## config.mk

```make
export PLATFORM = sky130hd
export DESIGN_NAME = change_dispenser
export DESIGN_NICKNAME = d
export VERILOG_FILES = /design/src/rtl/vend_pkg.sv /design/src/rtl/coin_select.sv /design/src/rtl/change_dispenser.sv
export SDC_FILE = /design/constraint.sdc
export NUM_CORES = 1
export LEC_CHECK = 0
export ABC_AREA = 1
export CORE_ASPECT_RATIO = 1.5
export CORE_UTILIZATION = 56
export DETAILED_ROUTE_END_ITERATION = 16
export PLACE_DENSITY_LB_ADDON = 0.05
export SYNTH_ARGS = -nofsm -noshare
export SYNTH_HDL_FRONTEND = slang
export SYNTH_HIERARCHICAL = 1
export SYNTH_SLANG_ARGS = --single-unit
export TNS_END_PERCENT = 5
```

## constraint.sdc

```tcl
create_clock -name clk_i -period 4.9 [get_ports clk_i]
set_input_delay 0.735 -clock clk_i [delete_from_list [all_inputs] [get_ports clk_i]]
set_output_delay 0.735 -clock clk_i [all_outputs]
set_load 0.03 [all_outputs]
```

## src/rtl/vend_pkg.sv

```systemverilog
// Shared vending definitions: coin codes, coin values, amount limits and the
// change-dispenser FSM state encoding.
package vend_pkg;

  localparam int unsigned CoinW = 3;
  localparam int unsigned AmtW  = 7;

  typedef logic [CoinW-1:0] coin_t;

  // Coin codes; 4..7 are never produced
  localparam coin_t CoinNone    = 3'd0;
  localparam coin_t CoinNickel  = 3'd1;
  localparam coin_t CoinDime    = 3'd2;
  localparam coin_t CoinQuarter = 3'd3;

  // Coin values in cents
  localparam logic [AmtW-1:0] ValNickel  = 7'd5;
  localparam logic [AmtW-1:0] ValDime    = 7'd10;
  localparam logic [AmtW-1:0] ValQuarter = 7'd25;

  localparam int unsigned MaxAmountDefault = 95;

  typedef enum logic [1:0] {
    StIdle,
    StSelect,
    StPresent,
    StDone
  } disp_state_e;

  // A payable request is within range and a whole number of nickels.
  function automatic logic amount_ok(logic [AmtW-1:0] amt, int unsigned max_amt);
    return ({25'd0, amt} <= max_amt) && ((amt % 7'd5) == 7'd0);
  endfunction

endpackage

```

## src/rtl/coin_select.sv

```systemverilog
// Greedy coin picker: largest coin not exceeding the remaining amount.
// Purely combinational; for remaining < 5 it still answers NICKEL, so callers
// only consult it while a payout is outstanding.
//   remaining_i : cents still owed
//   coin_o      : coin code to present
//   value_o     : value of coin_o in cents
module coin_select
  import vend_pkg::*;
(
  input  logic [AmtW-1:0] remaining_i,
  output coin_t           coin_o,
  output logic [AmtW-1:0] value_o
);

  always_comb begin
    if (remaining_i >= ValQuarter) begin
      coin_o  = CoinQuarter;
      value_o = ValQuarter;
    end else if (remaining_i >= ValDime) begin
      coin_o  = CoinDime;
      value_o = ValDime;
    end else begin
      coin_o  = CoinNickel;
      value_o = ValNickel;
    end
  end

endmodule

```

## src/rtl/change_dispenser.sv

```systemverilog
// Change dispenser: on start, pays the requested amount one coin at a time
// (greedy Q/D/N) over a valid/ack handshake to the coin ejector.
// Optional ack-timeout jam detection is built when CHANGE_TIMEOUT_EN is defined.
//   clk_i, rst_ni  : clock, asynchronous active-low reset
//   start_i        : pay request, honoured only when idle
//   amount_i       : cents to pay, sampled with start_i
//   coin_ack_i     : ejector released the presented coin
//   coin_out_o     : presented coin code (NONE when nothing presented)
//   coin_valid_o   : coin_out_o awaits ack
//   busy_o         : payout in progress
//   done_o         : one-cycle pulse when the full amount is paid
//   error_o        : sticky bad-request / jam flag, cleared by next start
//   remaining_o    : cents still owed
module change_dispenser
  import vend_pkg::*;
#(
  parameter int unsigned MAX_AMOUNT  = MaxAmountDefault,
  parameter int unsigned ACK_TIMEOUT = 1023,
  parameter int unsigned CNT_W       = 10
) (
  input  logic            clk_i,
  input  logic            rst_ni,
  input  logic            start_i,
  input  logic [AmtW-1:0] amount_i,
  input  logic            coin_ack_i,
  output coin_t           coin_out_o,
  output logic            coin_valid_o,
  output logic            busy_o,
  output logic            done_o,
  output logic            error_o,
  output logic [AmtW-1:0] remaining_o
);

  if (MAX_AMOUNT > 127 || ACK_TIMEOUT < 1 || ACK_TIMEOUT > (2 ** CNT_W) - 1) begin : g_bad_cfg
    $error("change_dispenser: invalid parameterization");
  end

  disp_state_e     state_q, state_d;
  coin_t           coin_q, coin_d;
  logic            valid_q, valid_d;
  logic            busy_q, busy_d;
  logic            error_q, error_d;
  logic [AmtW-1:0] rem_q, rem_d;

  coin_t           sel_coin;
  logic [AmtW-1:0] sel_value;

  // rem_q is frozen between SELECT and the ack, so sel_value is also the value
  // of the coin currently presented.
  coin_select u_coin_select (
    .remaining_i (rem_q),
    .coin_o      (sel_coin),
    .value_o     (sel_value)
  );

`ifdef CHANGE_TIMEOUT_EN
  logic [CNT_W-1:0] cnt_q, cnt_d;
`endif

  always_comb begin
    state_d = state_q;
    coin_d  = coin_q;
    valid_d = valid_q;
    busy_d  = busy_q;
    error_d = error_q;
    rem_d   = rem_q;
`ifdef CHANGE_TIMEOUT_EN
    cnt_d   = cnt_q;
`endif
    unique case (state_q)
      StIdle: begin
        if (start_i) begin
          error_d = 1'b0;
          if (!amount_ok(amount_i, MAX_AMOUNT)) begin
            error_d = 1'b1;
          end else if (amount_i == '0) begin
            // Zero payout still reports done, but never looks busy
            state_d = StDone;
          end else begin
            rem_d   = amount_i;
            busy_d  = 1'b1;
            state_d = StSelect;
          end
        end
      end
      StSelect: begin
        coin_d  = sel_coin;
        valid_d = 1'b1;
        state_d = StPresent;
`ifdef CHANGE_TIMEOUT_EN
        cnt_d   = '0;
`endif
      end
      StPresent: begin
        if (coin_ack_i) begin
          valid_d = 1'b0;
          coin_d  = CoinNone;
          rem_d   = rem_q - sel_value;
          state_d = (rem_q == sel_value) ? StDone : StSelect;
        end
`ifdef CHANGE_TIMEOUT_EN
        else if (cnt_q == CNT_W'(ACK_TIMEOUT - 1)) begin
          // Jam: abandon the payout, leaving the unpaid amount visible
          error_d = 1'b1;
          valid_d = 1'b0;
          coin_d  = CoinNone;
          busy_d  = 1'b0;
          state_d = StIdle;
        end else begin
          cnt_d = cnt_q + CNT_W'(1);
        end
`endif
      end
      StDone: begin
        busy_d  = 1'b0;
        state_d = StIdle;
      end
      default: state_d = StIdle;
    endcase
  end

  always_ff @(posedge clk_i or negedge rst_ni) begin
    if (!rst_ni) begin
      state_q <= StIdle;
      coin_q  <= CoinNone;
      valid_q <= 1'b0;
      busy_q  <= 1'b0;
      error_q <= 1'b0;
      rem_q   <= '0;
`ifdef CHANGE_TIMEOUT_EN
      cnt_q   <= '0;
`endif
    end else begin
      state_q <= state_d;
      coin_q  <= coin_d;
      valid_q <= valid_d;
      busy_q  <= busy_d;
      error_q <= error_d;
      rem_q   <= rem_d;
`ifdef CHANGE_TIMEOUT_EN
      cnt_q   <= cnt_d;
`endif
    end
  end

  assign coin_out_o   = coin_q;
  assign coin_valid_o = valid_q;
  assign busy_o       = busy_q;
  assign done_o       = (state_q == StDone);
  assign error_o      = error_q;
  assign remaining_o  = rem_q;

endmodule

```

==> out/metrics.yaml <==
status: "finished clean"
combPwrFrac: 0.716
ios: 25
rsz0062_at_grt: "no"
avgSynthCellArea_um2: 6.975
crit_fanout: 6
finalNonFillerCells: 246
finalClockSkew_ps: 8.599
vdd_ir_drop_max_v: 0.0003264
worstSetupStartpointType: "flip-flop"
min_period_ps: 2649
clockBufferDepth: 2
ant_nets: 0
num-fill-cells: 193
num_vias: 1351
postCtsHoldBufs: 0
p_int_mw: 0.5485
core_um2: 2286
viasPerCell: 5.492
r2r_slack_ps: 2250
die_w_um: 42.76
grt_pass1_wl_um: 5250
power.density_nw_per_um2: 711.0
path_clk_slew_ps: 100
antenna_found_initial: 0
fmax_mhz: 377.6
dpl.hpwl_um: 2486
finalSetupViolations: 0
die-area_um2: 2699
cts_buffers: 3
cts_resized: 0
row_count: 21
worst_slack_ps: 2251
ys_seq_elements: 15
worst_slew_pin_slew_ps: 691.3
grt_pass1_vias: 1252
p_switching_mw: 0.6258
drv_cap: 0
leakagePower_nw: 0.8503
required_ps: 5120
cts_tree: "done"
hp-class: "reg -> reg"
h-tree-depth: 1
placed_cells: 242
total_power_mw: 1.174
grt_max_degree: 16
root_buffer: "clkbuf_4"
grtUsageTotal: 0.2449
drc_errors: 0
start_util: 0.6103
postCtsSetupBuffers: 0
die_y_um: 63.13
clock_power_share: 0.062
final_cell_mix: "43 x nand2_1, 28 x inv_1, 24 x clkdlybuf4s50_1"
fin_tns_setup_ps: 0
gp_congestion: 0.8179
slew_violations: 0
place_area_um2: 1625
timing.final.crit_share: 0.5405
holdPathStages: 2
crit_start: "remaining_o[1]"
end_kind: "flip-flop"
final_cell_area_um2: 1652
rr_endpoint: "remaining_o[6]"
wl_per_cell_um: 12.27
io_buffers: 24
drt-pass1-iter-count: 5
r2r_cells: 16
dpl_worst_slack_ps: 2047
layout-drive-gt1-share: 0.1839
cts.sinks: 15
endpoint: "remaining_o[6]"
antenna_cells: 0
worst-setup-path-type: "reg -> reg"
p_seq_frac: 0.222
relSlewSlack: 0.5377
ys_seq_area_frac: 0.2691
netSwitchingFraction: 0.5329
cp.arrival_ps: 2870
ys_warn_count: 6
synthCells: 200
ys_types: 37
hold_viol_final: 0
drt_iter0_drc: 29
r2r_start: "remaining_o[1]"
wl_um: 3019
clkLatencyLatePin_ps: 280
nets: 242
grt_overflow: 0
syn_area_um2: 1395
layout_commonest_cell: "nand2_1"
area_growth_pct: 18.39
-- state kept, by name (all words and copies together), names as in the netlist --
name and cells:
error_o 1, busy_o 1, coin_valid_o 1, coin_out_o 3
remaining_o 7, state_q 2
-- Yosys cell counts --
cell	number	area [µm²]
a31oi_1	1	6.260
buf_2	1	5.000
inv_1	28	105.1
a41oi_1	1	8.760
o21ai_0	13	65.06
o21ai_1	4	20.02
o21ai_2	2	17.52
dfrtp_1	15	375.4
o22ai_1	1	6.260
a21oi_1	4	20.02
o21bai_2	1	11.26
xor2_1	3	26.28
o211ai_1	1	7.510
fa_1	1	20.02
nand3_1	10	50.05
ha_1	6	75.07
nand3b_1	1	7.510
inv_2	8	30.03
nand2_2	11	68.82
nor2_1	10	37.54
a21oi_2	2	17.52
xnor2_1	1	8.760
nor4_1	1	6.260
conb_1	1	3.750
nor3_1	1	5.000
a21o_1	1	7.510
buf_4	5	37.54
nand2_4	1	11.26
clkbuf_1	1	3.750
a21o_2	1	8.760
nand3_2	2	20.02
nand2_1	43	161.4
nand4_1	8	50.05
nor2_4	3	33.78
nand4_2	2	25.02
nor2_2	4	25.02
or2_2	1	6.260
-- layout make-up --
cell class | instances | area (µm²) | area share
multi-input cells | 144 | 845.8 | 0.5121
flip-flops and latches | 15 | 375.4 | 0.2273
repair buffers | 24 | 240.2 | 0.1455
inverters | 36 | 135.1 | 0.08182
well taps | 23 | 28.78 | 0.01742
clock buffers | 4 | 26.28 | 0.01591
-- metrics by stage --
step,hold slack [ps],util
6_report,540.7,0.7225
5_1_grt,572.4,0.7225
4_1_cts,546.5,0.7225
3_5_place_dp,524.1,0.7110
3_3_place_gp,509.4,0.7110
2_1_floorplan,439.4,-
-- routing by layer --
layer  part of all wire  track usage  wire length, µm  vias up
li1                   -            -                -      687
met1               0.40       0.2839             1209      614
met2               0.54       0.4545             1627       40
met3              0.041      0.02865              124       10
met4              0.019      0.06641               58        0
met5                  0            0                0        -
-- worst max-delay path: stages, from the launching register on --
cell and delay (ps):
dfrtp_1 460, nor2_2 160, nand2_1 90, nand2_2 80
nand3_1 130, ha_1 250, fa_1 410, o21ai_1 140
nand2_1 60, nand2_1 90, a21o_1 110, a21oi_1 70
a21oi_1 110, o21ai_0 100, o21ai_0 90, nand4_1 140
nand2_1 110
-- cells by family after synthesis --
logic type      after synthesis  synth area share
flops                        15            0.2691
simple gates                 98            0.3641
xor+xnor                      4           0.02512
buf+inv                      43            0.1300
compound gates               32            0.1408
other cells                   1          0.002688
fa+ha+maj                     7           0.06816
-- worst min path at each step --
stage	startpoint	slack, ps	end
after CTS	coin_out_o[2]	550	coin_out_o[2]
after floorplan	rst_ni	440	busy_o
final	coin_out_o[2]	540	coin_out_o[2]
after global placement	remaining_o[0]	510	remaining_o[0]
after global routing	busy_o	570	busy_o
after detailed placement	remaining_o[0]	520	remaining_o[0]
-- power by group through the flow --
stage | sequential, mW | clock [mW] | combinational (mW)
floorplan | 0.343 | 0 | 0.531
global placement | 0.259 | 0 | 0.818
detailed placement | 0.264 | 0 | 0.833
CTS | 0.262 | 0.0727 | 0.841
global route | 0.273 | 0.0772 | 0.933
finish | 0.261 | 0.0723 | 0.841
(Power assumes the default switching activity.)
